$ cat src/rtl/parking_occupancy_counter.sv
// Parking lot occupancy counter: edge-detected enter/exit events, saturating
// count with sticky error flag, and a two-digit seven-segment readout.
module parking_occupancy_counter #(
  parameter int CAPACITY = 25
) (
  input  logic       clk,
  input  logic       reset,
  input  logic       enter,
  input  logic       exit,
  output logic [4:0] count,
  output logic       full,
  output logic       empty,
  output logic       err,
  output logic [6:0] hex1,
  output logic [6:0] hex0
);

  localparam logic [4:0] CAP = 5'(CAPACITY);

  logic       r_enter_q;
  logic       r_exit_q;
  logic [4:0] r_count;
  logic       r_err;

  logic       w_enter_ev;
  logic       w_exit_ev;
  logic [4:0] w_count_nxt;
  logic       w_err_nxt;
  logic [3:0] w_tens;
  logic [3:0] w_ones;

  function automatic logic [6:0] seg7(input logic [3:0] d);
    case (d)
      4'd0:    seg7 = 7'b1000000;
      4'd1:    seg7 = 7'b1111001;
      4'd2:    seg7 = 7'b0100100;
      4'd3:    seg7 = 7'b0110000;
      4'd4:    seg7 = 7'b0011001;
      4'd5:    seg7 = 7'b0010010;
      4'd6:    seg7 = 7'b0000010;
      4'd7:    seg7 = 7'b1111000;
      4'd8:    seg7 = 7'b0000000;
      4'd9:    seg7 = 7'b0010000;
      default: seg7 = 7'b1111111;
    endcase
  endfunction

  assign w_enter_ev = enter & ~r_enter_q;
  assign w_exit_ev  = exit  & ~r_exit_q;

  // Simultaneous enter and exit cancel out and leave both count and err alone.
  always_comb begin
    // NOTE: every output of this block gets a default first so no path can infer a latch.
    w_count_nxt = r_count;
    w_err_nxt   = r_err;
    case ({w_enter_ev, w_exit_ev})
      2'b10: begin
        if (r_count < CAP) w_count_nxt = r_count + 5'd1;
        else               w_err_nxt   = 1'b1;
      end
      2'b01: begin
        if (r_count != 5'd0) w_count_nxt = r_count - 5'd1;
        else                 w_err_nxt   = 1'b1;
      end
      default: ;
    endcase
  end

  // Edge history resets high so an input already asserted at reset release is ignored.
  always_ff @(posedge clk) begin
    // NOTE: non-blocking assignments so every register samples pre-edge values.
    if (reset) begin
      r_enter_q <= 1'b1;
      r_exit_q  <= 1'b1;
      r_count   <= 5'd0;
      r_err     <= 1'b0;
    end else begin
      r_enter_q <= enter;
      r_exit_q  <= exit;
      r_count   <= w_count_nxt;
      r_err     <= w_err_nxt;
    end
  end

  assign w_tens = 4'(r_count / 5'd10);
  assign w_ones = 4'(r_count % 5'd10);

  assign count = r_count;
  assign full  = (r_count == CAP);
  assign empty = (r_count == 5'd0);
  assign err   = r_err;
  assign hex1  = (w_tens == 4'd0) ? 7'b1111111 : seg7(w_tens);
  assign hex0  = seg7(w_ones);

endmodule

$ cat config.mk
export PLATFORM = sky130hd
export DESIGN_NAME = parking_occupancy_counter
export DESIGN_NICKNAME = d
export VERILOG_FILES = /design/src/rtl/parking_occupancy_counter.sv
export SDC_FILE = /design/constraint.sdc
export NUM_CORES = 1
export LEC_CHECK = 0
export BUFFER_PORTS_ARGS = -buffer_cell sky130_fd_sc_hd__buf_4
export CORE_MARGIN = 2
export CORE_UTILIZATION = 53
export DETAILED_ROUTE_END_ITERATION = 10
export PLACE_DENSITY = 0.8
export SKIP_LAST_GASP = 1
export SLEW_MARGIN = 20
export SYNTH_ARGS = -nofsm -noshare
export SYNTH_HDL_FRONTEND = slang
export SYNTH_SLANG_ARGS = --single-unit
$ cat constraint.sdc
create_clock -name clk -period 3.6 [get_ports clk]
set_input_delay 0.54 -clock clk [delete_from_list [all_inputs] [get_ports clk]]
set_output_delay 0.54 -clock clk [all_outputs]
set_load 0.01 [all_outputs]
==> load_flow_metrics.sql <==
INSERT INTO impl_metrics (metric_group, metric, value, unit) VALUES
('run_status', 'outcome', 'completed', ''),
('synthesis', 'synth_cells', '125', ''),
('grt', 'number_of_antenna_violations_at_the_first_check_in_global_routing', '0', ''),
('final_layout', 'multi_input_area', '830', 'µm²'),
('setup_path', 'cp_slowest_cell', 'sky130_fd_sc_hd__o221ai_1', ''),
('grt', 'grt_pass1_vias', '959', ''),
('synthesis', 'yosysTopAreaCellShare', '0.157', ''),
('sta', 'worst-slew-pin-transition', '0.640', 'ns'),
('grt', 'grt_usage', '0.244', ''),
('drt', 'dr.first_iter.drc_count', '33', ''),
('final_layout', 'n_fill_cell', '147', ''),
('floorplanning', 'core', '1780', 'µm²'),
('sta', 'slew_viol_final', '0', ''),
('power', 'p_leak', '0.000615', 'µW'),
('cts', 'cts_made_buffers', '3', ''),
('grt', 'gr-total-overflow', '0', ''),
('sta', 'fin_worst_hold_slack', '0.450', 'ns'),
('synthesis', 'async_reset_ff_frac', '0', ''),
('worst_hold_path', 'min-delay-path-class', 'reg2reg', ''),
('synthesis', 'synth_nets', '143', ''),
('sta', 'timing.final.hold_violations', '0', ''),
('floorplanning', 'fp.dieW', '48.2', 'µm'),
('floorplanning', 'initial_utilization', '0.580', ''),
('setup_path', 'critical-path-max-stage-delay', '0.53', 'ns'),
('drt', 'routed-via-count', '1042', ''),
('final_layout', 'final_cell_mix', 'sky130_fd_sc_hd__buf_4, sky130_fd_sc_hd__inv_1, sky130_fd_sc_hd__a21oi_1', ''),
('setup_path', 'cp_cell_sequence', 'inv_1 -> ha_2 -> o21ai_4 -> xnor2_4 -> ha_1 -> o21bai_1 -> o221ai_1 -> or3_4 -> mux2i_1 -> buf_4', ''),
('cts', 'clkSlewWorstSetupHoldPaths', '0.05', 'ns'),
('final_layout', 'n_antenna_cell', '0', ''),
('grt', 'grt_first_pass_wirelength', '4100', 'µm'),
('sta', 'timing.final.crit_period', '3.49', 'ns'),
('synthesis', 'syn-cell-area', '1030', 'µm²'),
('drt', 'drt_wl_total', '2600', 'µm'),
('flow_run', 'timing.max_cap.violations', '0', ''),
('placed_design', 'place.gp.congestion', '0.885', ''),
('placed_design', 'io_buffer_count', '24', ''),
('cts', 'tritoncts', 'yes', ''),
('drt', 'detail_route.drc_violations', '0', ''),
('setup_path', 'critical_path.max_fanout', '7', ''),
('synthesis', 'number_of_synthesized_register_bits', '8', ''),
('synthesis', 'synth.yosys.seq_area_share', '0.155', ''),
('sta', 'fmax', '0.287', 'GHz'),
('power', 'cell_pwr_density', '267', 'nW/µm²'),
('drt', 'ant_nets', '0', ''),
('sta', 'timing.slew.headroom', '0.573', ''),
('drt', 'routed_wire_length_per_instance', '14.8', 'µm'),
('setup_path', 'worstSetupPathType', 'reg2out', ''),
('setup_path', 'timing.critical_path.arrival', '2.95', 'ns'),
('grt', 'grt_start_max_net_pins', '19', ''),
('sta', 'final.setup_skew', '0.000637', 'ns'),
('synthesis', 'synth-edff-count', '0', ''),
('drt', 'viasPerCell', '5.92', ''),
('synthesis', 'post_synth_main_area_contributors', 'sky130_fd_sc_hd__ha_1, sky130_fd_sc_hd__dfxtp_1, sky130_fd_sc_hd__a21oi_1, sky130_fd_sc_hd__inv_1, sky130_fd_sc_hd__mux2i_1', ''),
('setup_path', 'cp-end-kind', 'output pin', ''),
('cts', 'cts.hold.buffers_added', '0', ''),
('synthesis', 'ys_dominant_reg_cell', 'sky130_fd_sc_hd__dfxtp_1', ''),
('floorplanning', 'die_height', '48.2', 'µm'),
('synthesis', 'yosys.area.top_type', 'sky130_fd_sc_hd__ha_1', ''),
('placed_design', 'post-dp-hpwl', '1910', 'µm'),
('final_layout', 'ff_latch_area', '161', 'µm²'),
('setup_path', 'critical_path.startpoint_type', 'flip-flop', ''),
('final_layout', 'syn_to_final_growth', '27.2', '%'),
('cts', 'cts_root_buffer', 'sky130_fd_sc_hd__clkbuf_4', ''),
('final_layout', 'final_common_cell', 'sky130_fd_sc_hd__buf_4', ''),
('final_layout', 'drive_gt1_frac', '0.338', ''),
('floorplanning', 'die_area', '2320', 'µm²'),
('sta', 'period_share', '0.969', ''),
('cts', 'insertion_delay', '0.25', 'ns'),
('sta', 'finalSetupTns', '0', 'ns'),
('power', 'vdd_ir_drop_max', '279', 'µV'),
('cts', 'clock_tree.htree_level_count', '1', '');
==> path summary, 6_finish.rpt <==
| path | start | to | slack [ns] | cells past startpoint |
|---|---|---|---|---|
| worst min register to register | err | err | 0.45 | 2 |
| worst max-delay path | count[3] | hex0[3] | 0.11 | 10 |
| worst min-delay path | err | err | 0.45 | 2 |
| worst max register to register | count[1] | count[4] | 1.23 | 7 |
==> repair_timing <==
item,CTS,global route
setup endpoints to repair,4,7
pin swaps,0,3
buffers inserted,0,3
resized for setup,3,7
==> state kept, by name, summed over array words and instances, names as in the netlist <==
signal	cells
r_enter_q	1
r_exit_q	1
count	5
err	1
==> stage by stage <==
step	cells	area (µm²)	utilization	worst slack (ns)
6_report	176	1320	0.738	0.113
5_1_grt	176	1320	0.738	-0.0334
4_1_cts	173	1250	0.700	0.000423
3_5_place_dp	170	1210	0.681	0.206
3_3_place_gp	170	1210	0.681	0.317
2_1_floorplan	125	1030	-	0.163
==> cells in the mapped netlist (all sizes together), types with 2 or more instances <==
cell    number
nor2b        2
a211o        2
a21o         3
or2          4
dfxtp        8
inv         14
o22ai        2
o21ai        4
a221oi       2
nand2b       3
buf          6
xnor2        3
nor2         6
o221ai       2
a21oi       13
or4          2
or3          3
nand2        5
o21bai       2
mux2i        3
a211oi       4
ha          13
==> worst max-delay path, delay by kind of cell, from the launching register on <==
kind            cells  cell delay [ns]
mux                 1             0.21
flops               1             0.32
buf+inv             2             0.24
xor+xnor            1             0.18
fa+ha+maj           2             0.52
simple gates        1             0.26
compound gates      3             0.97
==> cell families (layout without fill, tap and decap cells) <==
family / count (synthesis) / count (layout) / share of synthesized area
compound gates: 43 / 43 / 0.314
xor+xnor: 4 / 4 / 0.0412
fa+ha+maj: 14 / 14 / 0.177
buf+inv: 20 / 46 / 0.0956
flops: 8 / 8 / 0.155
mux: 3 / 3 / 0.0291
other cells: 1 / 1 / 0.00363
simple gates: 32 / 32 / 0.185
==> layout make-up <==
class | count | area share
Tap cell | 25 | 0.0238
Timing Repair Buffer | 29 | 0.166
Clock buffer | 3 | 0.0171
Multi-Input combinational cell | 97 | 0.631
Sequential cell | 8 | 0.123
Inverter | 14 | 0.0400
==> per-layer routing <==
| metal | track usage | up-vias | wire length, µm |
|---|---|---|---|
| met5 | 0 | - | 0 |
| met4 | 0.0649 | 0 | 17 |
| met3 | 0.0444 | 6 | 171 |
| met2 | 0.432 | 47 | 1350 |
| met1 | 0.300 | 470 | 1060 |
| li1 | - | 519 | - |
==> power by group <==
part	internal, µW	switching [µW]	total (µW)
clock	38.1	29.5	67.6
sequential	94.3	9.03	103
combinational	86.6	93.3	180
Power figures use the tool's default switching activity.
